### config.mk
export PLATFORM = sky130hd
export DESIGN_NAME = serial_bcd_xs3_codec_flat
export DESIGN_NICKNAME = d
export VERILOG_FILES = /design/src/rtl/serial_bcd_xs3_codec_pkg.sv /design/src/rtl/serial_bcd_xs3_codec_if.sv /design/src/rtl/serial_bcd_xs3_codec_nibble_adder.sv /design/src/rtl/serial_bcd_xs3_codec.sv /design/src/flat_wrapper.sv
export SDC_FILE = /design/constraint.sdc
export NUM_CORES = 1
export LEC_CHECK = 0
export CAP_MARGIN = 20
export CELL_PAD_IN_SITES_DETAIL_PLACEMENT = 1
export CELL_PAD_IN_SITES_GLOBAL_PLACEMENT = 1
export CORE_MARGIN = 2
export CORE_UTILIZATION = 33
export CTS_CLUSTER_DIAMETER = 150
export CTS_CLUSTER_SIZE = 20
export DETAILED_ROUTE_END_ITERATION = 7
export PLACE_DENSITY = 0.72
export SETUP_SLACK_MARGIN = 0.05
export SLEW_MARGIN = 0
export SYNTH_ARGS = -nofsm -noshare
export SYNTH_HDL_FRONTEND = slang
export SYNTH_SLANG_ARGS = --single-unit
### constraint.sdc
create_clock -name clock -period 1.9 [get_ports clock]
set_input_delay 0.285 -clock clock [delete_from_list [all_inputs] [get_ports clock]]
set_output_delay 0.285 -clock clock [all_outputs]
set_load 0.02 [all_outputs]
### src/rtl/serial_bcd_xs3_codec_pkg.sv
// ---------------------------------------------------------------------------
// serial_codec_pkg
// Shared types and constants for the bit-serial BCD <-> Excess-3 codec.
//   mode_e        : conversion direction (BCD->XS3 adds 3, XS3->BCD subtracts 3)
//   K_ADD3/K_SUB3 : per-digit addend; subtracting 3 is adding 13 mod 16
//   BCD_MAX, XS3_MIN, XS3_MAX : legal digit ranges for the invalid-digit check
// Optional feature macro used by importers: SERIAL_CODEC_CHECK_EN
// ---------------------------------------------------------------------------
package serial_codec_pkg;

  typedef enum logic {
    MODE_BCD2XS3 = 1'b0,
    MODE_XS32BCD = 1'b1
  } mode_e;

  localparam logic [3:0] K_ADD3  = 4'b0011;
  localparam logic [3:0] K_SUB3  = 4'b1101;

  localparam logic [3:0] BCD_MAX = 4'd9;
  localparam logic [3:0] XS3_MIN = 4'd3;
  localparam logic [3:0] XS3_MAX = 4'd12;

  // Addend nibble for the selected direction.
  function automatic logic [3:0] mode_k(input mode_e m);
    return (m == MODE_XS32BCD) ? K_SUB3 : K_ADD3;
  endfunction

  // True when a completed input digit is outside the legal code range.
  function automatic logic digit_invalid(input mode_e m, input logic [3:0] d);
    if (m == MODE_BCD2XS3)
      return (d > BCD_MAX);
    else
      return (d < XS3_MIN) || (d > XS3_MAX);
  endfunction

endpackage

### src/rtl/serial_bcd_xs3_codec_if.sv
// ---------------------------------------------------------------------------
// serial_bcd_xs3_codec_if
// Stream bundle for the serial codec.
//   master : drives mode, x, in_valid; observes z, out_valid, digit_last,
//            frame_last, err
//   slave  : the codec side (mirror directions)
// ---------------------------------------------------------------------------
interface serial_bcd_xs3_codec_if;
  logic mode;
  logic x;
  logic in_valid;
  logic z;
  logic out_valid;
  logic digit_last;
  logic frame_last;
  logic err;

  modport master (
    output mode, x, in_valid,
    input  z, out_valid, digit_last, frame_last, err
  );

  modport slave (
    input  mode, x, in_valid,
    output z, out_valid, digit_last, frame_last, err
  );
endinterface

### src/rtl/serial_bcd_xs3_codec_nibble_adder.sv
// ---------------------------------------------------------------------------
// serial_nibble_adder
// One-bit serial full adder with a carry flop. The carry is ignored at the
// first bit of every digit, so each nibble is added independently and the
// carry out of bit 3 never leaks into the next digit.
// Ports:
//   clock         : rising-edge clock
//   reset         : asynchronous active-low reset
//   i_en          : a bit is accepted this cycle (carry updates only then)
//   i_digit_start : current bit is bit 0 of a digit
//   i_a, i_b      : operand bits
//   o_sum         : combinational sum bit
// ---------------------------------------------------------------------------
module serial_nibble_adder (
  input  logic clock,
  input  logic reset,
  input  logic i_en,
  input  logic i_digit_start,
  input  logic i_a,
  input  logic i_b,
  output logic o_sum
);

  logic r_carry;
  logic w_cin;

  assign w_cin = i_digit_start ? 1'b0 : r_carry;
  assign o_sum = i_a ^ i_b ^ w_cin;

  always_ff @(posedge clock or negedge reset) begin
    if (!reset) begin
      r_carry <= 1'b0;
    end else if (i_en) begin
      r_carry <= (i_a & i_b) | (i_a & w_cin) | (i_b & w_cin);
    end
  end

endmodule

### src/rtl/serial_bcd_xs3_codec.sv
// ---------------------------------------------------------------------------
// serial_bcd_xs3_codec
// Bit-serial, LSB-first BCD <-> Excess-3 converter for frames of DIGITS
// 4-bit digits. One bit is converted per accepted beat; results are
// registered (1-cycle latency) with digit/frame boundary strobes.
// Parameters:
//   DIGITS : digits per frame (1..16)
// Ports:
//   clock  : rising-edge clock
//   reset  : asynchronous active-low reset
//   bus    : slave side of serial_bcd_xs3_codec_if
//            (mode, x, in_valid in; z, out_valid, digit_last, frame_last, err out)
// Optional feature: define SERIAL_CODEC_CHECK_EN to enable the invalid-digit
// check (err). Without it err is constant 0 and no digit capture exists.
// ---------------------------------------------------------------------------
module serial_bcd_xs3_codec
  import serial_codec_pkg::*;
#(
  parameter int DIGITS = 4
) (
  input  logic                   clock,
  input  logic                   reset,
  serial_bcd_xs3_codec_if.slave  bus
);

  localparam int CW = (DIGITS > 1) ? $clog2(DIGITS) : 1;
  localparam logic [CW-1:0] CNT_LAST = CW'(DIGITS - 1);

  logic [1:0]    r_bit_idx;
  logic [CW-1:0] r_digit_cnt;
  mode_e         r_mode_q;

  logic r_z;
  logic r_out_valid;
  logic r_digit_last;
  logic r_frame_last;

  logic       w_frame_start;
  logic       w_bit_last;
  logic       w_cnt_last;
  mode_e      w_mode;
  logic [3:0] w_k;
  logic       w_sum;

  assign w_frame_start = (r_bit_idx == 2'd0) && (r_digit_cnt == '0);
  assign w_bit_last    = (r_bit_idx == 2'd3);
  assign w_cnt_last    = (r_digit_cnt == CNT_LAST);

  // The bit that latches the mode already converts with it, so the live
  // input is used instead of waiting for r_mode_q to update.
  assign w_mode = w_frame_start ? mode_e'(bus.mode) : r_mode_q;
  assign w_k    = mode_k(w_mode);

  serial_nibble_adder u_adder (
    .clock         (clock),
    .reset         (reset),
    .i_en          (bus.in_valid),
    .i_digit_start (r_bit_idx == 2'd0),
    .i_a           (bus.x),
    .i_b           (w_k[r_bit_idx]),
    .o_sum         (w_sum)
  );

  always_ff @(posedge clock or negedge reset) begin
    if (!reset) begin
      r_bit_idx    <= 2'd0;
      r_digit_cnt  <= '0;
      r_mode_q     <= MODE_BCD2XS3;
      r_z          <= 1'b0;
      r_out_valid  <= 1'b0;
      r_digit_last <= 1'b0;
      r_frame_last <= 1'b0;
    end else begin
      r_out_valid  <= bus.in_valid;
      r_digit_last <= bus.in_valid && w_bit_last;
      r_frame_last <= bus.in_valid && w_bit_last && w_cnt_last;
      if (bus.in_valid) begin
        r_z       <= w_sum;
        r_bit_idx <= r_bit_idx + 2'd1;   // natural 3 -> 0 wrap
        if (w_frame_start)
          r_mode_q <= w_mode;
        if (w_bit_last)
          r_digit_cnt <= w_cnt_last ? '0 : r_digit_cnt + CW'(1);
      end
    end
  end

`ifdef SERIAL_CODEC_CHECK_EN
  // Holds bits 0..2 of the current digit (bit 0 ends up in [0]); bit 3 is
  // taken live from x so the check covers the whole completed digit.
  logic [2:0] r_shift;
  logic       r_err;

  always_ff @(posedge clock or negedge reset) begin
    if (!reset) begin
      r_shift <= 3'd0;
      r_err   <= 1'b0;
    end else begin
      r_err <= bus.in_valid && w_bit_last && digit_invalid(w_mode, {bus.x, r_shift});
      if (bus.in_valid)
        r_shift <= {bus.x, r_shift[2:1]};
    end
  end

  assign bus.err = r_err;
`else
  assign bus.err = 1'b0;
`endif

  assign bus.z          = r_z;
  assign bus.out_valid  = r_out_valid;
  assign bus.digit_last = r_digit_last;
  assign bus.frame_last = r_frame_last;

endmodule

### src/flat_wrapper.sv
// flat-port wrapper written by rule: the top's interface ports become plain ports
module serial_bcd_xs3_codec_flat import serial_codec_pkg::*;
#(
  parameter int DIGITS = 4
)
  (clock, reset, bus_mode, bus_x, bus_in_valid, bus_z, bus_out_valid, bus_digit_last, bus_frame_last, bus_err);
  serial_bcd_xs3_codec_if bus_i ();
  input  logic clock;
  input  logic reset;
  input wire logic [$bits(bus_i.mode)-1:0] bus_mode;
  input wire logic [$bits(bus_i.x)-1:0] bus_x;
  input wire logic [$bits(bus_i.in_valid)-1:0] bus_in_valid;
  output wire logic [$bits(bus_i.z)-1:0] bus_z;
  output wire logic [$bits(bus_i.out_valid)-1:0] bus_out_valid;
  output wire logic [$bits(bus_i.digit_last)-1:0] bus_digit_last;
  output wire logic [$bits(bus_i.frame_last)-1:0] bus_frame_last;
  output wire logic [$bits(bus_i.err)-1:0] bus_err;
  assign bus_i.mode = bus_mode;
  assign bus_i.x = bus_x;
  assign bus_i.in_valid = bus_in_valid;
  assign bus_z = bus_i.z;
  assign bus_out_valid = bus_i.out_valid;
  assign bus_digit_last = bus_i.digit_last;
  assign bus_frame_last = bus_i.frame_last;
  assign bus_err = bus_i.err;
  serial_bcd_xs3_codec #(.DIGITS(DIGITS)) u_core (.clock(clock), .reset(reset), .bus(bus_i));
endmodule
-- After elaboration in Yosys (flattened, before gate mapping)
Index checks and enable logic that the tools add are counted.
- equal/unequal tests: 2
- order comparisons: 1
- add/sub/neg operators: 2
- bitwise operators: 7
- reductions and logical operators: 7
- muxes and demuxes: 6
- operators with widths (cell ; count):
    2-bit by 1-bit adder with 2-bit output (second input constant) ; 2
    2-bit equality test (second input constant) ; 2
    2-bit zero test ; 2
    4-bit 2-to-1 mux ; 1
    2-bit AND reduction ; 2
    1-bit AND ; 3
    1-bit logical AND ; 3
    2-bit by 3-bit < comparator with 1-bit output (second input constant) ; 1
    1-bit 2-to-1 mux ; 3
    1-bit binary-select mux with 2-bit select ; 1
    2-bit 2-to-1 mux ; 1
    1-bit bitwise OR ; 2
    1-bit bitwise XOR ; 2
- bits of input ports: 5
- word-level logic and storage cells: 33
- output and inout port bits: 5
- bits in registers: 10

-- Longest topological paths before layout
- word-level depth: 9
- depth in mapped cells: 7
- gate-level depth less buffers: 7

-- Cells and area by module
A second synthesis with hierarchy kept.
- cell total of the unflattened synthesis: 45
- area total of the unflattened synthesis: 504.2 um2
- modules (own cells, without submodules) (module ; cells each ; instances ; area each (um2) ; seq. area each (um2)):
    serial_bcd_xs3_codec ; 37 ; 1 ; 427.9 ; 225.2
    serial_nibble_adder ; 8 ; 1 ; 76.3 ; 25.0

-- Least setup slack after synthesis
No wires, ideal clock.
- path type: register to register
- start: reg u_core.r_bit_idx[0]
- end: reg u_core.r_z (netlist: u_core.bus.z)
- buffers on the path: 0
- data arrival time: 1.829 ns
- stages on the path, launching flop included: 8
- period minus slack after synthesis: 1.954 ns
- library setup time: 0.125 ns
- path slack: -0.054 ns
- required time: 1.775 ns
- cells stage by stage: dfrtp_1 > inv_1 > ha_1 > nand2_1 > mux2i_1 > mux2i_1 > fa_1 > mux2_2
- word-level cells in the longest chain between the ends: 8
- elaborated cells between the ends (all ways): 9
- classes of those cells: mux: 5; bitwise: 2; reduce/logical: 2
- ends and longest elaborated chain (item ; RTL line ; source):
    start: declaration ; serial_bcd_xs3_codec.sv:29 ; logic [1:0] r_bit_idx;
    start signal: assignment ; serial_bcd_xs3_codec.sv:79 ; r_bit_idx <= r_bit_idx + 2'd1;
    2-bit zero test ; serial_bcd_xs3_codec.sv:45, serial_bcd_xs3_codec.sv:58 ;
    1-bit logical AND ; serial_bcd_xs3_codec.sv:45 ; assign w_frame_start = (r_bit_idx == 2'd0) && (r_digit_cnt == '0);
    1-bit 2-to-1 mux ; serial_bcd_xs3_codec.sv:51 ; assign w_mode = w_frame_start ? mode_e'(bus.mode) : r_mode_q;
    4-bit 2-to-1 mux ; serial_bcd_xs3_codec_pkg.sv:25 ; return (m == MODE_XS32BCD) ? K_SUB3 : K_ADD3;
    1-bit binary-select mux with 2-bit select ; serial_bcd_xs3_codec.sv:60 ; .i_b (w_k[r_bit_idx]),
    1-bit 2-to-1 mux (implied by the code) ; serial_bcd_xs3_codec.sv:60 ;
    1-bit bitwise XOR ; serial_bcd_xs3_codec_nibble_adder.sv:28 ; assign o_sum = i_a ^ i_b ^ w_cin;
    1-bit bitwise XOR (*) ; serial_bcd_xs3_codec_nibble_adder.sv:28 ;
    named net u_core.u_adder.o_sum ; serial_bcd_xs3_codec_nibble_adder.sv:21 ; output logic o_sum
    end signal: assignment ; serial_bcd_xs3_codec.sv:78 ; r_z <= w_sum;
    end: declaration ; serial_bcd_xs3_codec.sv:33 ; logic r_z;
The timed path passes the listed nets; every way through them passes the cells marked *. The select of a mux whose other input is x is not followed.
A chain may end at the register's enable or synchronous reset.

-- Worst setup path after layout
- start: reg u_core.r_bit_idx[1]
- end: reg u_core.r_z (netlist: u_core.bus.z)
The elaborated chain is that of the path after synthesis.

==> impl_metrics.tcl <==
set metrics [dict create \
    status "finished with violations" \
    failed_checks "setup timing" \
    dp_hpwl_um 751.5 \
    synth_top_area_cell "dfrtp_1" \
    slew_viol_final 0 \
    ant_nets 0 \
    hold_class "in2async" \
    h-tree-depth 1 \
    rsz0062_at_grt "yes" \
    ff2ff_setup_slack_ns -0.06 \
    vias_per_cell 4.671 \
    initial_utilization 0.3633 \
    power.total_mw 1.181 \
    comb_power_share 0.540 \
    timing.final.crit_share 1.032 \
    insertedDiodeCount 0 \
    path_cells "inv_2, ha_4, nand2_2, mux2i_2, mux2i_1, fa_1, mux2_4" \
    grt_first_pass_wirelength_mm 1.980 \
    p_seq_frac 0.293 \
    fin_hold_ws_ns 0.3306 \
    fmax_mhz 510.2 \
    gp_congestion 0.7288 \
    r2r-end "u_core.bus.z" \
    cts-root-buf "clkbuf_4" \
    ios 10 \
    cp.buffers_inverters 1 \
    p_int_mw 0.7813 \
    rr_worst_depth 7 \
    start_kind "flip-flop" \
    track_usage 0.1512 \
    syn_inst 41 \
    final-hold-violation-count 0 \
    criticalPathCategory "reg2reg" \
    drv_cap 0 \
    setup_ws_ns -0.06017 \
    fp.dieH_um 42.55 \
    multi_input_area_um2 237.7 \
    wirelength_mm 1.022 \
    final_util 0.5310 \
    required_ns 2.06 \
    final_cell_area_um2 716.9 \
    clk_pin_slew_worst_paths_ns 0.07 \
    setup_viol 1 \
    dieArea_um2 1811 \
    insertion_delay_ns 0.27 \
    ys_warn_count 0 \
    cts_tree "built" \
    post-place-ws_ns -0.1348 \
    power.density_nw_per_um2 1647 \
    instances_no_fill 76 \
    layout.nets 72 \
    placed_cell_area_um2 610.6 \
    syn-num-nets 51 \
    routedWlPerCell_um 13.45 \
    switchingPower_mw 0.3998 \
    yosysUniqueCellTypes 19 \
    grt_max_degree 11 \
    vdd_drop_max_v 0.0006026 \
    antenna_found_initial 0 \
    grt_pass1_vias 408 \
    overflow 0 \
    crit_path_max_incr_delay_ns 0.43 \
    crit_path_start "u_core.r_bit_idx[1]" \
    yosysSeqAreaShare 0.5102 \
    min_period_ns 1.960 \
    first_pass_iters 2 \
    area_growth_pct 46.17 \
    cp_top_family "multiplexers" \
    regArea_um2 250.2 \
    synth.avg_cell_area_um2 11.96 \
    arrival_ns 2.12 \
    p_leak_nw 0.3453 \
    reg2reg_from "u_core.r_bit_idx[1]" \
    fin_tns_setup_ns -0.06017 \
    ys_top_cells_by_area "dfrtp_1, ha_1, mux2_2" \
    crit_path_end_kind "flip-flop" \
    finClkSkew_ns 0.002240 \
    yosys.area.top_type_share 0.5102 \
    clock_sinks 10 \
    syn_area_um2 490.5 \
    dp_cells 67 \
    slowest_stage "fa_1" \
    rows 13 \
    clk_path_buf_depth 2 \
    die_w_um 42.55 \
    swShare 0.3385 \
    nFillCells 149 \
    port_buffers 8 \
    power.share.clock 0.167 \
    cp_max_fo 2 \
    hold_buffers 0 \
    drive_gt1_frac 0.4590 \
    drc_errors 0 \
    ys_seq_elements 10 \
    first_iter_violations 3 \
    vias 355 \
    core_um2 1350 \
    cts_inserted_buffers 3 \
]
==> kinds of logic (layout without fill, tap and decap cells) <==
logic type                 Yosys count  in the layout  share of synthesized area
adders and majority gates            5              5                     0.1429
muxes                                5              5                     0.1097
and+or+nand+nor                      9              9                    0.09697
AOI/OAI and AO/OA                    3              3                    0.03827
other                                1              1                   0.007646
xor gates and xnor gates             1              1                    0.01786
buffers and inverters                7             27                    0.07654
DFF                                 10             10                     0.5102
==> cell type report <==
class	instances	area share
Clock buffer	4	0.05061
Inverter	5	0.02618
Multi-Input combinational cell	24	0.3316
Sequential cell	10	0.3490
Tap cell	15	0.02618
Timing Repair Buffer	18	0.2164
==> cell usage in the layout (no fill, tap or decap) <==
master	count
nand2_1	1
o21ai_0	2
ha_1	2
ha_4	2
or3_1	1
o21ai_2	1
clkdlybuf4s50_1	8
clkbuf_4	3
mux2i_2	1
fa_1	1
mux2_2	2
mux2i_1	1
buf_4	10
nor2b_1	1
conb_1	1
dfrtp_1	10
nor2_1	1
inv_2	4
nand3_1	2
xor2_1	1
inv_1	1
and3_2	1
clkbuf_8	1
mux2_4	1
nand2_2	2
==> worst register-to-register path, cell delays in order, from the launching register on <==
cell and delay [ns]:
dfrtp_1 0.37, inv_2 0.06, ha_4 0.16, nand2_2 0.07, mux2i_2 0.23, mux2i_1 0.27, fa_1 0.43, mux2_4 0.27
==> synthesized netlist by cell type <==
cell type	number
conb_1	1
nand2_2	1
nor2_1	1
nor2b_1	1
or3_1	1
fa_1	1
mux2i_1	2
inv_1	5
dfrtp_1	10
nand3_1	2
mux2_2	3
o21ai_2	1
nand2_1	2
xor2_1	1
and3_2	1
o21ai_0	2
buf_4	1
ha_1	4
buf_6	1
==> timing repair <==
action | CTS | global route
pin swaps | 4 | 1
resized for setup | 9 | 0
setup buffers | 2 | 3
endpoints found under the setup margin | 2 | 2
cloned | 0 | 0
==> worst max-delay path by stage <==
stage                        end  slack (ns)  cells after the start
floorplan           u_core.bus.z       -0.01                      7
global placement    u_core.bus.z       -0.03                      7
detailed placement  u_core.bus.z       -0.13                      7
CTS                 u_core.bus.z       -0.08                      7
global route        u_core.bus.z       -0.17                      7
finish              u_core.bus.z       -0.06                      7
==> power by group through the flow <==
stage,Combinational (mW),Clock (mW),Sequential [mW]
floorplan,0.247,0,0.368
global placement,0.431,0,0.337
detailed placement,0.476,0,0.343
CTS,0.588,0.202,0.345
global route,0.714,0.216,0.362
finish,0.637,0.198,0.346
==> registers in the layout (all words and copies together), names as in the netlist <==
signal,count
u_core.bus.frame_last,1
u_core.r_mode_q,1
u_core.r_bit_idx,2
u_core.r_digit_cnt,2
u_core.u_adder.r_carry,1
u_core.bus.out_valid,1
u_core.bus.z,1
u_core.bus.digit_last,1
==> routing by layer <==
metal	wire (um)	share of wire	vias to the layer above	global-route usage
li1	-	-	170	-
met1	443	0.43	173	0.1860
met2	500	0.49	9	0.2308
met3	48	0.047	3	0.04310
met4	30	0.029	0	0.09375
met5	0	0	-	0
Note: power is estimated with default switching activity, not from simulation.
==> variant (config.mk and constraints unchanged) <==
The option `SERIAL_CODEC_CHECK_EN` is turned on by a define.
--- a/src/rtl/serial_bcd_xs3_codec.sv
+++ b/src/rtl/serial_bcd_xs3_codec.sv
@@ -15,2 +15,4 @@
 // ---------------------------------------------------------------------------
+`define SERIAL_CODEC_CHECK_EN
+
 module serial_bcd_xs3_codec
Check against the original RTL: not equivalent (Yosys sat finds a counterexample within 10 cycles, from zero or initial values and one cycle with reset low).
==> variant against the unedited design <==
The flow still finishes with violations (negative setup slack). Setup slack gained 54 ps. Largest cell class unchanged. Count of clock-buffer cells in the layout unchanged. Sequential cell count is 4 higher. Highest routed layer is now met3. Synthesized area grew 33%. Final area grew 28%. Core utilization fell by 5.4 points. Routed wire length grew 17%. Total power up 9.4%. Die area grew 30%.
==> variant: results (changes against the unedited design) <==
Top cell types by occurrence after synthesis: 14 x dfrtp_1, 6 x mux2_2, 5 x inv_1
Fin worst setup slack: -6.26 ps (+53.9 ps)
Routability cong.: 0.736 (+0.99%)
P_leak: 0.423 nW (+22%)
Final Skew: 4.44 ps (+2.20 ps)
Worst slack at placement: -122 ps (+12.9 ps)
Cts repair resizes: 5 (-4)
Post-detail-place hpwl: 908 µm (+21%)
Fill cells: 223 (+50%)
Vias in the first global route: 488 (+20%)
Area post-placement: 830 µm² (+36%)
XOR/XNOR Fraction of Synth Area: 1.34% (-0.44 points)
Compound-Gate Fraction of Synth Area: 10.2% (+6.3 points)
Failing checks: negative setup slack
DRT Wirelength: 1200 µm (+17%)
Status: complete, but fails checks
Router iterations before antenna repair: 1 (-1)
Post-synthesis adder-cell area fraction: 10.7% (-3.6 points)
CP Max Fanout: 3 (+1)
Met1 WL: 521 µm (+18%)
Mux share of post-synthesis cell area: 11.9% (+0.91 points)
Grt met1 use: 13.9% (-4.7 points)
Synth Net Count: 63 (+24%)
Count of final setup violators: 1 (unchanged)
Total GRT Usage: 11.8% (-3.3 points)
Post-Syn Area: 653 µm² (+33%)
Wire length on met3: 77 µm (+60%)
Met3 usage in global routing: 5.25% (+0.94 points)
PortBufs: 9 (+1)
Placed Cells: 95 (+42%)
Critical Path AT: 2080 ps (-40 ps)
[variant: power breakdown]
part           internal (mW)  leakage (nW)  total, mW  switching, mW
Combinational          0.360         0.230      0.629          0.269
Sequential             0.394         0.172      0.451         0.0564
Clock                  0.117        0.0210      0.212         0.0954
[variant: area by class of cell]
cell class              count  share of cell area (%)
multi-input cells          33                    33.2
clock buffers               4                    3.96
inverters                   5                    2.05
repair buffers             20                    18.9
well taps                  27                    3.69
flip-flops and latches     14                    38.3
[variant: worst min path at each step]
stage,startpoint,endpoint,cells after the start
after CTS,reset,u_core.u_adder.r_carry,1
after detailed placement,u_core.r_mode_q,u_core.r_mode_q,1
after floorplan,reset,u_core.bus.digit_last,0
after global routing,reset,u_core.r_shift[2],1
final,reset,u_core.u_adder.r_carry,1
after global placement,u_core.r_mode_q,u_core.r_mode_q,1
[variant: worst register-to-register path, cell delays in order, from the launching register on]
cell	delay, ps
dfrtp_1	390
inv_2	70
ha_4	160
a21bo_1	190
nand2_1	70
mux2i_1	240
fa_1	410
mux2_2	260
